File: config.mk
export PLATFORM = sky130hd
export DESIGN_NAME = logic_unit_arbiter
export DESIGN_NICKNAME = d
export VERILOG_FILES = /design/src/rtl/logic_arb_pkg.sv /design/src/rtl/logic_unit_arbiter_rr_arbiter.sv /design/src/rtl/logic_unit_arbiter.sv
export SDC_FILE = /design/constraint.sdc
export NUM_CORES = 1
export LEC_CHECK = 0
export BUFFER_PORTS_ARGS = -buffer_cell sky130_fd_sc_hd__buf_2
export CORE_MARGIN = 2
export CORE_UTILIZATION = 35
export DETAILED_ROUTE_END_ITERATION = 8
export GPL_TIMING_DRIVEN = 1
export PLACE_DENSITY = 0.73
export SYNTH_ARGS = -nofsm -noshare
export SYNTH_HDL_FRONTEND = slang
export SYNTH_HIERARCHICAL = 1
export SYNTH_SLANG_ARGS = --single-unit
File: constraint.sdc
create_clock -name clk -period 4.5 [get_ports clk]
set_input_delay 0.225 -clock clk [delete_from_list [all_inputs] [get_ports clk]]
set_output_delay 0.225 -clock clk [all_outputs]
set_load 0.02 [all_outputs]
File: src/rtl/logic_arb_pkg.sv
// Shared definitions for the arbitrated bitwise logic unit: opcode encoding and FSM states.
package logic_arb_pkg;

   localparam int unsigned OP_W = 3;

   localparam logic [OP_W-1:0] OP_AND  = 3'd0;
   localparam logic [OP_W-1:0] OP_OR   = 3'd1;
   localparam logic [OP_W-1:0] OP_NAND = 3'd2;
   localparam logic [OP_W-1:0] OP_NOR  = 3'd3;
   localparam logic [OP_W-1:0] OP_XOR  = 3'd4;
   localparam logic [OP_W-1:0] OP_XNOR = 3'd5;
   localparam logic [OP_W-1:0] OP_NOT  = 3'd6;
   localparam logic [OP_W-1:0] OP_RSVD = 3'd7;

   typedef enum logic [0:0] {StIdle, StFull} state_e;

endpackage

File: src/rtl/logic_unit_arbiter_rr_arbiter.sv
// Round-robin arbiter: one-hot grant searching from pointer+1, pointer moves to winner on grant.
module rr_arbiter #(
   parameter int unsigned NUM_REQ = 4,
   localparam int unsigned ID_W = $clog2(NUM_REQ)
) (
   input  logic               clk,
   input  logic               rst,
   input  logic [NUM_REQ-1:0] req,
   input  logic               en,
   output logic [NUM_REQ-1:0] gnt,
   output logic [ID_W-1:0]    gnt_idx,
   output logic               gnt_any
);

   logic [ID_W-1:0] ptr_q;
   logic            found;

   always_comb begin
      found   = 1'b0;
      gnt_idx = '0;
      gnt     = '0;
      for (int unsigned k = 1; k <= NUM_REQ; k++) begin
         int unsigned idx;
         idx = int'(ptr_q) + k;
         if (idx >= NUM_REQ) idx = idx - NUM_REQ;
         if (!found && req[idx]) begin
            found   = 1'b1;
            gnt_idx = ID_W'(idx);
         end
      end
      gnt_any = en & found;
      if (gnt_any) gnt[gnt_idx] = 1'b1;
   end

   // Reset to the last index so requester 0 wins the first arbitration.
   always_ff @(posedge clk) begin
      if (rst) begin
         ptr_q <= ID_W'(NUM_REQ - 1);
      end else if (gnt_any) begin
         ptr_q <= gnt_idx;
      end
   end

endmodule

File: src/rtl/logic_unit_arbiter.sv
// Shares one registered bitwise logic unit among NUM_REQ requesters with round-robin arbitration.
// Optional LOGIC_ARB_STATS_EN adds a saturating accepted-request counter on port stat_ops.
module logic_unit_arbiter
   import logic_arb_pkg::*;
#(
   parameter int unsigned NUM_REQ = 4,
   parameter int unsigned WIDTH   = 8,
   localparam int unsigned ID_W   = $clog2(NUM_REQ)
) (
   input  logic                     clk,
   input  logic                     rst,
   input  logic [NUM_REQ-1:0]       req_valid,
   output logic [NUM_REQ-1:0]       req_ready,
   input  logic [OP_W*NUM_REQ-1:0]  req_op,
   input  logic [WIDTH*NUM_REQ-1:0] req_a,
   input  logic [WIDTH*NUM_REQ-1:0] req_b,
   output logic                     rsp_valid,
   input  logic                     rsp_ready,
   output logic [WIDTH-1:0]         rsp_data,
   output logic [ID_W-1:0]          rsp_id,
   output logic                     rsp_err
`ifdef LOGIC_ARB_STATS_EN
   ,
   output logic [15:0]              stat_ops
`endif
);

   state_e            state_q;
   logic              grant_en;
   logic [NUM_REQ-1:0] gnt;
   logic [ID_W-1:0]   gnt_idx;
   logic              gnt_any;
   logic [OP_W-1:0]   sel_op;
   logic [WIDTH-1:0]  sel_a;
   logic [WIDTH-1:0]  sel_b;
   logic [WIDTH-1:0]  alu_res;
   logic              alu_err;

   // A held result blocks new grants until the consumer takes it.
   assign grant_en  = !rst && (state_q == StIdle || rsp_ready);
   assign req_ready = gnt;

   rr_arbiter #(
      .NUM_REQ(NUM_REQ)
   ) u_rr (
      .clk    (clk),
      .rst    (rst),
      .req    (req_valid),
      .en     (grant_en),
      .gnt    (gnt),
      .gnt_idx(gnt_idx),
      .gnt_any(gnt_any)
   );

   always_comb begin
      sel_op  = req_op[int'(gnt_idx)*OP_W +: OP_W];
      sel_a   = req_a[int'(gnt_idx)*WIDTH +: WIDTH];
      sel_b   = req_b[int'(gnt_idx)*WIDTH +: WIDTH];
      alu_err = 1'b0;
      case (sel_op)
         OP_AND:  alu_res = sel_a & sel_b;
         OP_OR:   alu_res = sel_a | sel_b;
         OP_NAND: alu_res = ~(sel_a & sel_b);
         OP_NOR:  alu_res = ~(sel_a | sel_b);
         OP_XOR:  alu_res = sel_a ^ sel_b;
         OP_XNOR: alu_res = ~(sel_a ^ sel_b);
         OP_NOT:  alu_res = ~sel_a;
         default: begin
            alu_res = '0;
            alu_err = 1'b1;
         end
      endcase
   end

   always_ff @(posedge clk) begin
      if (rst) begin
         state_q   <= StIdle;
         rsp_valid <= 1'b0;
         rsp_data  <= '0;
         rsp_id    <= '0;
         rsp_err   <= 1'b0;
      end else begin
         unique case (state_q)
            StIdle: begin
               if (gnt_any) begin
                  state_q   <= StFull;
                  rsp_valid <= 1'b1;
                  rsp_data  <= alu_res;
                  rsp_id    <= gnt_idx;
                  rsp_err   <= alu_err;
               end
            end
            StFull: begin
               if (rsp_ready) begin
                  if (gnt_any) begin
                     rsp_data <= alu_res;
                     rsp_id   <= gnt_idx;
                     rsp_err  <= alu_err;
                  end else begin
                     state_q   <= StIdle;
                     rsp_valid <= 1'b0;
                  end
               end
            end
            default: begin
               state_q   <= StIdle;
               rsp_valid <= 1'b0;
            end
         endcase
      end
   end

`ifdef LOGIC_ARB_STATS_EN
   logic [15:0] stat_q;

   always_ff @(posedge clk) begin
      if (rst) begin
         stat_q <= '0;
      end else if (gnt_any && stat_q != 16'hFFFF) begin
         stat_q <= stat_q + 16'd1;
      end
   end

   assign stat_ops = stat_q;
`endif

endmodule

* After elaboration in Yosys (flattened, before gate mapping)
Cells that the tools add are included.
** Word-level totals
- Register bits after elaboration :: 15
- Output and inout bits :: 16
** Cells by class
- $mul :: 1
- Bitwise logic cells :: 9
- $lt $le $gt $ge :: 10
- Multiplexer cells :: 41
- Equality and inequality tests :: 9
- Shifts and indexed selects :: 3
- Reduce and logical (&&, ||, !) cells :: 13
- Add/subtract/negate cells :: 8
** Operator list (number)
- $ge A32 B3 Y1 const B :: 4
- $lt A32 B3 Y1 const B :: 4
- $mux W32 :: 4
- $sub A32 B3 Y32 const B :: 4
- $shiftx A32 B6 Y8 :: 2
- $pmux W8 S7 :: 1
- $not A8 Y8 :: 4
- $mux W1 :: 17
- $mux W8 :: 2
- $pmux W8 S2 :: 1
- $mux W2 :: 6
- $shiftx A12 B5 Y3 :: 1
- $eq A3 B3 Y1 const B :: 3
- $and A8 B8 Y8 :: 1
- $bmux W1 S2 :: 4
- $or A8 B8 Y8 :: 1
- $xor A8 B8 Y8 :: 1
- $reduce_or A7 Y1 :: 1
- $add A2 B2 Y3 const B :: 2
- $eq A3 B2 Y1 const B :: 2
- $ne A2 B2 Y1 const B :: 3
- $pmux W1 S2 :: 3
- $logic_and A1 B1 Y1 :: 5
- $add A2 B3 Y4 const B :: 1
- other kinds (14) :: 17

* Longest topological paths before layout
Gate-level depths: netlist of the first run.
- Word-level depth :: 23
- Mapped depth :: 14
- Gate-level depth less buffers :: 11

* Modules after synthesis
Netlist of the first run, hierarchy kept.
** By module, submodules not included
- logic_unit_arbiter :: times used 1, area each 1839.3 um^2, cells each 202
- rr_arbiter :: times used 1, area each 296.5 um^2, cells each 33

* Worst setup path after synthesis of the first run
OpenSTA, ideal clock, no wires.
- Path type :: reg2reg
- Start :: register u_rr.ptr_q[1]
- End :: register rsp_data[6]
- Stages on the path, launching flop included :: 15
- Required time :: 4.426 ns
- Path buffers :: 3
- Library setup time :: 0.074 ns
- Path slack :: 1.593 ns
- Arrival time :: 2.833 ns
- Path through :: dfxtp_1 -> buf_6 -> mux2i_1 -> a2bb2oi_1 -> nand2_1 -> buf_6 -> buf_4 -> mux4_2 -> inv_1 -> ha_1 -> inv_1 -> or3b_1 -> o221ai_1 -> nand2b_1 -> a31oi_1
** On the way
- Word-level cells in the longest chain between the ends :: 22
** Ends and longest elaborated chain
- start, declared :: line logic_unit_arbiter_rr_arbiter.sv:15 : logic [ID_W-1:0] ptr_q;
- start signal, assigned :: line logic_unit_arbiter_rr_arbiter.sv:38 : ptr_q <= ID_W'(NUM_REQ - 1);
- start signal, assigned :: line logic_unit_arbiter_rr_arbiter.sv:40 : ptr_q <= gnt_idx;
- $add A2 B1 Y3 :: line logic_unit_arbiter_rr_arbiter.sv:24 : idx = int'(ptr_q) + k;
- $sub A32 B3 Y32 or $ge A32 B3 Y1 (tied branches) :: line logic_unit_arbiter_rr_arbiter.sv:25 : if (idx >= NUM_REQ) idx = idx - NUM_REQ;
- $mux W32 :: line logic_unit_arbiter_rr_arbiter.sv:25
- $bmux W1 S2 :: line logic_unit_arbiter_rr_arbiter.sv:26 : if (!found && req[idx]) begin
- $mux W1 (implied by the code) :: line logic_unit_arbiter_rr_arbiter.sv:26
- $mux W1 :: line logic_unit_arbiter_rr_arbiter.sv:26
- $logic_not A1 Y1 :: line logic_unit_arbiter_rr_arbiter.sv:26
- $logic_and A1 B1 Y1 :: line logic_unit_arbiter_rr_arbiter.sv:26
- [... 7 more ...]
- named net gnt_idx[0] :: line logic_unit_arbiter.sv:31 : logic [ID_W-1:0] gnt_idx;
- $mul A2 B2 Y4, or another cell as far along :: line logic_unit_arbiter.sv:56 : sel_op = req_op[int'(gnt_idx)*OP_W +: OP_W];
- $shiftx A12 B5 Y3, or another cell as far along :: line logic_unit_arbiter.sv:56
- $eq A3 B3 Y1, or another cell as far along :: line logic_unit_arbiter.sv:60 : case (sel_op)
- $pmux W8 S7 (*) :: line logic_unit_arbiter.sv:60
- $mux W8 (*) :: line logic_unit_arbiter.sv:85, logic_unit_arbiter.sv:95
- $mux W8 :: line logic_unit_arbiter.sv:94 : if (rsp_ready) begin
- $pmux W8 S2 (*) :: line logic_unit_arbiter.sv:83 : unique case (state_q)
- end signal, assigned :: line logic_unit_arbiter.sv:88 : rsp_data <= alu_res;
- end signal, assigned :: line logic_unit_arbiter.sv:96 : rsp_data <= alu_res;
- end, declared :: line logic_unit_arbiter.sv:19 : output logic [WIDTH-1:0] rsp_data,
Mark *: on every way through the listed nets, which the timed path passes. The rest lies on a longest branch. The select of a mux whose other input is x is not followed.
A chain may end at the register's enable or synchronous reset.

* Worst setup path after layout of the first run
- Start :: register u_rr.ptr_q[1]
- End :: register rsp_data[5]
The elaborated chain is that of the path after synthesis.

==> metrics, run 1 <==
CP Capture Point rsp_data[5]; final hold violation count 0; RD Place Congestion 0.799; area taken by multi-input logic gates 1620 um2; post-DR vias/cell 5.35; Num CTS Buffers 3; # rows 28; I/O pin count 99; Placement Setup Slack 985 ps; CTS tree built; layout cells sized above 1 41.4%; reg2reg setup slack 1020 ps; dpl hpwl 4660 um; Synth Cell Area 2140 um2; power consumption 0.734 mW; minimum clock period 3480 ps; ys flop type dfxtp_1; Ys Warns 6; post-synthesis mux area share 25.9%; Critical Path Slowest Stage Cell mux4_2; crit path launch type flop; #FFs+latches synth 15; Data required, critical path 4640 ps; Resized Gates After CTS 0; Pleak 1.29 nW; crit-path max cell delay 890 ps; IO buf count 98; Tcrit/Tclk final 77.4%; Crit Path Category reg -> reg; Reg2Reg Depth 8; routed via count 2135; CTS Hold Bufs 0; fmax 287 MHz; Post-Place Cells 395; largest net degree at the start of global routing 29; Reg-to-Reg End rsp_data[5]; simple logic cell fraction of the synthesized area 16.5%; Synth-to-Final Area Change 25.1%; clk_skew 2.43 ps; Synth Area in XOR/XNOR 1.64%; Residual DRC 0; unrepaired setup endpoints after global routing false; slack of the critical path 1020 ps; Cells after Synth 235; total global routing overflow 0; Final #Nets 424; diode count 0; PwrDens 275 nW/um2; Arrival @ worst endpoint 3630 ps; area occupied by registers 300 um2; first-pass GRT wire length 9150 um; CP endpoint kind flop; Async SR Flop Fraction 0%; Worst Setup SP u_rr/ptr_q[1]; Filler Cell Count 590; Slew Limit Fails 0; most frequent cells in the layout buf_2 (98), inv_1 (28), mux4_2 (21), a21oi_1 (19), ha_1 (16); starting density of the core 36.1%; CP Cell Sequence mux2i_1 > a2bb2oi_1 > nand2_1 > mux4_2 > nand2b_4 > a221oi_1 > a311oi_1 > a32o_1; postcts setup bufs 0; worst rel slew slack 53.4%; vias in the first global route 1969; Max VDD drop 154 uV; reg2reg start u_rr/ptr_q[1]; WL/cell 14.4 um; Fin Hold WS 212 ps; final cell count without fillers 399; Initial DRC Count 157; CTS H-tree depth 1; Syn Nets 334; sequential fraction of the synthesis area 14.1%; post-route ant nets 0; initial antenna violation count 0; worst skew pair latency 250 ps; Die H 82.1 um; largest family of logic cells by synthesized area multiplexers; Final setup viols 0; commonest non-fill, non-tap cell in the layout buf_2; Synth Area in Compound Gates 22.6%; CP max FO 28; Sum Neg Setup Slack 0 ps; Worst Min Path Start rsp_ready; Clock Pin Slew Worst Setup and Hold Paths 70 ps; HP Class in -> reg; status completed; Mapped Avg Cell Area 9.09 um2; max-cap viol count 0; root buffer cell clkbuf_8; Post-synth EDFFs 0; full die area 6740 um2; Core Area 5920 um2; Yosys cell types 55; Die Width 82.1 um; Post-Synth Adder-Cell Area 9.37%; clock sink count 15; Routed WL 5750 um; maximum clock path buffer count 2; Worst Tran Pin Value 697 ps; Initial DRT Pass Iterations 4; GRT Total Usage 16.9%
[metrics by stage]
stage | utilization [%] | cell area [um2]
detailed placement | 44.3 | 2630
global route | 45.1 | 2670
finish | 45.1 | 2670
CTS | 45.1 | 2670
floorplan | - | 2140
global placement | 44.3 | 2630
[cell usage after synthesis, drive strengths merged, types with 3 or more instances]
library cell / n / area share, %
mux2i: 8 / 3.7
o31ai: 4 / 2.1
a311oi: 4 / 1.6
nand3: 4 / 0.94
a21oi: 21 / 5.3
o21ai: 4 / 0.94
dfxtp: 15 / 14
a221oi: 4 / 1.6
mux4: 21 / 22
nor4: 3 / 1.2
xnor2: 4 / 1.6
nor2b: 9 / 2.6
nand2: 15 / 2.6
o21a: 3 / 1.1
a31oi: 3 / 0.88
nor2: 15 / 2.6
nor3: 4 / 0.94
inv: 29 / 5.1
buf: 12 / 4.5
ha: 16 / 9.4
o311ai: 3 / 1.2
nand2b: 7 / 2.8
[cells by family (layout without fill, tap and decap cells)]
| logic type | after synthesis | in the layout |
|---|---|---|
| compound gates | 63 | 63 |
| xor+xnor | 4 | 4 |
| fa+ha+maj | 16 | 16 |
| buf+inv | 43 | 132 |
| flops | 15 | 15 |
| mux | 29 | 29 |
| simple gates | 65 | 65 |
[worst min-delay path by stage]
stage | to | cells after the start
floorplan | u_rr/ptr_q[1] | 2
global placement | rsp_data[7] | 2
detailed placement | rsp_data[7] | 2
CTS | rsp_valid | 2
global route | rsp_valid | 2
finish | rsp_valid | 2
[power by group]
group / switching, mW / leakage (nW) / internal (mW) / total (mW)
clock network: 0.0500 / 0.0255 / 0.0613 / 0.111
registers: 0.0122 / 0.124 / 0.149 / 0.162
logic: 0.252 / 1.14 / 0.209 / 0.461
total: 0.314 / 1.29 / 0.420 / 0.734
[sequential cells by signal, indices dropped and copies added (netlist names)]
signal and flops:
u_rr/ptr_q 2, rsp_id 2, rsp_err 1, rsp_valid 1, state_q 1, rsp_data 8
[cell type report]
type	count	area share (%)
multi-input cells	177	60.8
repair buffers	99	18.6
flip-flops and latches	15	11.2
inverters	29	4.07
well taps	75	3.51
clock buffers	3	1.55
clock inverters	1	0.187
[worst max-delay path: cells and delay by family, from the launching register on]
| kind | cells | cell delay, ps |
|---|---|---|
| DFF | 1 | 490 |
| AOI/OAI and AO/OA | 4 | 970 |
| muxes | 2 | 1160 |
| and+or+nand+nor | 2 | 750 |
[layer usage]
| metal | wire, um | GRT usage [%] | up-vias |
|---|---|---|---|
| met4 | 45 | 3.83 | 0 |
| li1 | - | - | 1050 |
| met2 | 2680 | 27.1 | 80 |
| met5 | 0 | 0 | - |
| met3 | 296 | 0.870 | 6 |
| met1 | 2740 | 25.1 | 999 |
Power figures use the tool's default switching activity.
==> inputs of run 2 (changes only) <==
- clock period: 4.5 -> 3.6 ns (I/O delays scaled with it)
==> metrics, run 2 (same netlist as run 1, synthesis figures left out) <==
RD Place Congestion 0.888 (was 0.799); layout cells sized above 1 41.5% (was 41.4%); Sum Neg Setup Slack 0 ps (unchanged); crit path launch type flop (unchanged); unrepaired setup endpoints after global routing false (unchanged); GRT Total Usage 17.8% (was 16.9%); Final #Nets 425 (was 424); HP Class in -> reg (unchanged); maximum clock path buffer count 2 (unchanged); finished layout cell area 2680 um2 (was 2670 um2); Die H 82.1 um (unchanged); Clock Pin Slew Worst Setup and Hold Paths 60 ps (was 70 ps); CP Capture Point rsp_data[3] (was rsp_data[5]); Reg-to-Reg End rsp_data[3] (was rsp_data[5]); worst skew pair latency 240 ps (was 250 ps); full die area 6740 um2 (unchanged); Worst Min Path Start rsp_ready (unchanged); final hold violation count 0 (unchanged); routed via count 2182 (was 2135); postcts setup bufs 0 (unchanged); Reg2Reg Depth 9 (was 8); fmax 315 MHz (was 287 MHz); CP max FO 23 (was 28); largest registers rsp_data (8), rsp_id (2), u_rr/ptr_q (2) (unchanged); first-pass GRT wire length 9420 um (was 9150 um); initial antenna violation count 0 (unchanged); Pleak 1.29 nW (about the same); starting density of the core 36.1% (unchanged); vias in the first global route 1952 (was 1969); Slew Limit Fails 0 (unchanged); diode count 0 (unchanged); Core Area 5920 um2 (unchanged); Tcrit/Tclk final 88.2% (was 77.4%); Initial DRT Pass Iterations 4 (unchanged); worst rel slew slack 63.9% (was 53.4%); Final setup viols 0 (unchanged); reg2reg setup slack 430 ps (was 1020 ps); CP endpoint kind flop (unchanged); Synth-to-Final Area Change 25.4% (was 25.1%); CTS tree built (unchanged); CTS Hold Bufs 0 (unchanged); Crit Path Category reg -> reg (unchanged); Worst Setup SP u_rr/ptr_q[1] (unchanged); commonest non-fill, non-tap cell in the layout buf_2 (unchanged); Resized Gates After CTS 0 (unchanged); status completed (unchanged); Placed Area 2630 um2 (about the same); Fin Hold WS 165 ps (was 212 ps); IO buf count 98 (unchanged); CTS H-tree depth 1 (unchanged); max-cap viol count 0 (unchanged); I/O pin count 99 (unchanged); post-DR vias/cell 5.46 (was 5.35); total global routing overflow 0 (unchanged); clock sink count 15 (unchanged); Residual DRC 0 (unchanged); Worst Tran Pin Value 541 ps (was 697 ps); Data required, critical path 3740 ps (was 4640 ps); Routed WL 5830 um (was 5750 um); reg2reg start u_rr/ptr_q[1] (unchanged); root buffer cell clkbuf_8 (unchanged); minimum clock period 3170 ps (was 3480 ps); Initial DRC Count 190 (was 157); max reg flops 8 (unchanged); area taken by multi-input logic gates 1620 um2 (unchanged); Die Width 82.1 um (unchanged); dpl hpwl 4780 um (was 4660 um); Max VDD drop 177 uV (was 154 uV); largest net degree at the start of global routing 25 (was 29); clk_skew 2.66 ps (was 2.43 ps); # rows 28 (unchanged); Top reg by flops rsp_data (unchanged); PwrDens 346 nW/um2 (was 275 nW/um2); area occupied by registers 300 um2 (unchanged); Num CTS Buffers 3 (unchanged); WL/cell 14.6 um (was 14.4 um); Filler Cell Count 601 (was 590); Arrival @ worst endpoint 3310 ps (was 3630 ps); post-route ant nets 0 (unchanged); most frequent cells in the layout buf_2 (98), inv_1 (28), mux4_2 (21), a21oi_1 (19), ha_1 (16) (unchanged)
[run 2: cell count changes in the layout (fill, tap and decap cells not counted)]
cell and change:
buf_4 +1
[run 2: how the worst min path moves through the flow]
stage / slack, ps / end / cells after the start
6_report: 160 / rsp_valid / 2
3_5_place_dp: 420 / rsp_valid / 2
2_1_floorplan: 280 / u_rr/ptr_q[1] / 2
5_1_grt: 170 / rsp_valid / 2
3_3_place_gp: 420 / rsp_valid / 2
4_1_cts: 160 / rsp_valid / 2
[run 2: worst max-delay path: stages (launching register included)]
cell and delay (ps):
dfxtp_1 500, mux2i_1 270, a2bb2oi_1 360, nand2_1 90, buf_4 270, mux4_2 700
inv_1 230, a221oi_1 270, a311oi_1 90, a32o_1 280
[run 2: area by class of cell]
cell class	instances	area share (%)
clock inverters	1	0.187
well taps	75	3.50
flip-flops and latches	15	11.2
clock buffers	3	1.54
multi-input cells	177	60.6
inverters	29	4.06
repair buffers	100	18.9
[run 2: per-layer routing]
| metal | GRT usage (%) | vias to the layer above | wire [um] | share of wire [%] |
|---|---|---|---|---|
| met2 | 25.9 | 100 | 2660 | 46 |
| met5 | 0 | - | 0 | 0 |
| met1 | 27.3 | 1014 | 2640 | 45 |
| met4 | 6.83 | 0 | 106 | 1.8 |
| met3 | 1.09 | 12 | 422 | 7.2 |
| li1 | - | 1056 | - | - |
[run 2: power breakdown]
| group | leakage, nW | total, mW | internal (mW) | switching (mW) |
|---|---|---|---|---|
| Sequential | 0.124 | 0.202 | 0.187 | 0.0148 |
| Combinational | 1.14 | 0.589 | 0.265 | 0.323 |
| Clock | 0.0255 | 0.136 | 0.0765 | 0.0593 |
[run 2: through the flow]
step           setup slack, ps  util [%]  instances  power [mW]
5_1_grt                    167      45.2        400        1.01
3_3_place_gp               581      44.5        396       0.778
6_report                   426      45.2        400       0.926
2_1_floorplan              693         -        235       0.658
3_5_place_dp               478      44.5        396       0.791
4_1_cts                    487      45.2        400       0.928
==> inputs of run 3 (changes only) <==
- CORE_ASPECT_RATIO: default -> 1.5
- SLEW_MARGIN: default -> 20
==> metrics, run 3 (same netlist as run 1, synthesis figures left out) <==
diode count 0 (unchanged); maximum clock path buffer count 2 (unchanged); Die Width 67.8 um (was 82.1 um); Core Area 5870 um2 (was 5920 um2); PwrDens 347 nW/um2 (was 346 nW/um2); post-DR vias/cell 5.51 (was 5.46); Synth-to-Final Area Change 25.6% (was 25.4%); post-route ant nets 0 (unchanged); crit path launch type flop (unchanged); final hold violation count 0 (unchanged); dpl hpwl 4870 um (was 4780 um); Reg-to-Reg End rsp_data[2] (was rsp_data[3]); worst skew pair latency 260 ps (was 240 ps); fmax 307 MHz (was 315 MHz); slack of the critical path 347 ps (was 426 ps); minimum clock period 3250 ps (was 3170 ps); unrepaired setup endpoints after global routing false (unchanged); Final setup viols 0 (unchanged); CP endpoint kind flop (unchanged); Residual DRC 0 (unchanged); max-cap viol count 0 (unchanged); clock sink count 15 (unchanged); Fin Hold WS 151 ps (was 165 ps); Top delay family on crit path multiplexers (was compound AO/OA/AOI/OAI gates); vias in the first global route 2089 (was 1952); Resized Gates After CTS 0 (unchanged); WP depth 12 (was 9); status completed (unchanged); Worst Tran Pin Value 507 ps (was 541 ps); Tcrit/Tclk final 90.4% (was 88.2%); postcts setup bufs 0 (unchanged); Sum Neg Setup Slack 0 ps (unchanged); Initial DRC Count 75 (was 190); CTS H-tree depth 1 (unchanged); root buffer cell clkbuf_8 (unchanged); first-pass GRT wire length 9350 um (was 9420 um); RD Place Congestion 0.850 (was 0.888); CP most frequent cell mux2i_1; I/O pin count 99 (unchanged); most frequent cells in the layout buf_2 (98), inv_1 (28), mux4_2 (21), a21oi_1 (19), ha_1 (16) (unchanged); initial antenna violation count 0 (unchanged); largest net degree at the start of global routing 25 (unchanged); reg2reg start u_rr/ptr_q[1] (unchanged); full die area 6760 um2 (was 6740 um2); crit-path max cell delay 480 ps (was 700 ps); HP Class in -> reg (unchanged); Routed WL 5760 um (was 5830 um); CP Cell Sequence mux2i_1 > a2bb2oi_1 > nand2_1 > buf_4 > mux4_2 > inv_1 > ha_1 > inv_1 > mux2i_1 > mux2i_1 > a21oi_1 > o21a_1 (was mux2i_1 > a2bb2oi_1 > nand2_1 > buf_4 > mux4_2 > inv_1 > a221oi_1 > a311oi_1 > a32o_1); Final #Nets 426 (was 425); Data required, critical path 3750 ps (was 3740 ps); largest registers rsp_data (8), rsp_id (2), u_rr/ptr_q (2) (unchanged); Placement Setup Slack 383 ps (was 478 ps); Crit path buffers/inverters 3 (was 2); total global routing overflow 0 (unchanged); Placed Area 2640 um2 (was 2630 um2); reg2reg setup slack 350 ps (was 430 ps); routed via count 2192 (was 2182); Crit Path Category reg -> reg (unchanged); Critical Path Slowest Stage Cell dfxtp_1 (was mux4_2); finished layout cell area 2680 um2 (about the same); worst rel slew slack 66.2% (was 63.9%); Clock Pin Slew Worst Setup and Hold Paths 70 ps (was 60 ps); Die H 99.7 um (was 82.1 um); IO buf count 98 (unchanged); # rows 34 (was 28); Reg2Reg Depth 12 (was 9); Initial DRT Pass Iterations 4 (unchanged); Top reg by flops rsp_data (unchanged); post-layout util 45.7% (was 45.2%); Pleak 1.29 nW (about the same); starting density of the core 36.4% (was 36.1%); commonest non-fill, non-tap cell in the layout buf_2 (unchanged); CP max FO 9 (was 23); max reg flops 8 (unchanged); CTS tree built (unchanged); CP Capture Point rsp_data[2] (was rsp_data[3]); Worst Setup SP u_rr/ptr_q[1] (unchanged); Num CTS Buffers 3 (unchanged); Arrival @ worst endpoint 3410 ps (was 3310 ps); CTS Hold Bufs 0 (unchanged); layout cells sized above 1 41.7% (was 41.5%); Slew Limit Fails 0 (unchanged); clk_skew 5.75 ps (was 2.66 ps); WL/cell 14.5 um (was 14.6 um); Max VDD drop 201 uV (was 177 uV); GRT Total Usage 17.5% (was 17.8%)
run 3: cell count changes in the layout (fill, tap and decap cells not counted):
cell   previous run  this run
buf_4             2         3
run 3: per-stage QoR:
stage	cells	total power [mW]
after global placement	394	0.774
after global routing	398	1.01
after detailed placement	394	0.786
after CTS	398	0.932
final	398	0.931
after floorplan	235	0.658
run 3: routing by layer:
layer	GRT usage, %	up-vias	wire, um
met4	5.69	0	99
li1	-	1059	-
met5	0	-	0
met2	29.9	82	3030
met3	2.04	8	305
met1	22.5	1043	2330
run 3: power breakdown:
part	switching (mW)	internal (mW)	total (mW)
Combinational	0.318	0.268	0.585
Sequential	0.0134	0.187	0.200
Clock	0.0689	0.0769	0.146
run 3: worst min-delay path by stage:
stage          slack, ps       endpoint  cells after the start      start
2_1_floorplan        280  u_rr/ptr_q[1]                      2        rst
3_5_place_dp         430      rsp_valid                      2  rsp_ready
5_1_grt              170      rsp_valid                      2  rsp_ready
4_1_cts              160      rsp_valid                      2  rsp_ready
3_3_place_gp         430      rsp_valid                      2  rsp_ready
6_report             150      rsp_valid                      2  rsp_ready
run 3: layout make-up:
type                            count  area, um2
Fill cell                         563       3190
Multi-Input combinational cell    177       1620
Timing Repair Buffer              101        513
Sequential cell                    15        300
Inverter                           29        109
Tap cell                           72       90.1
Clock buffer                        3       41.3
Clock inverter                      1       5.00
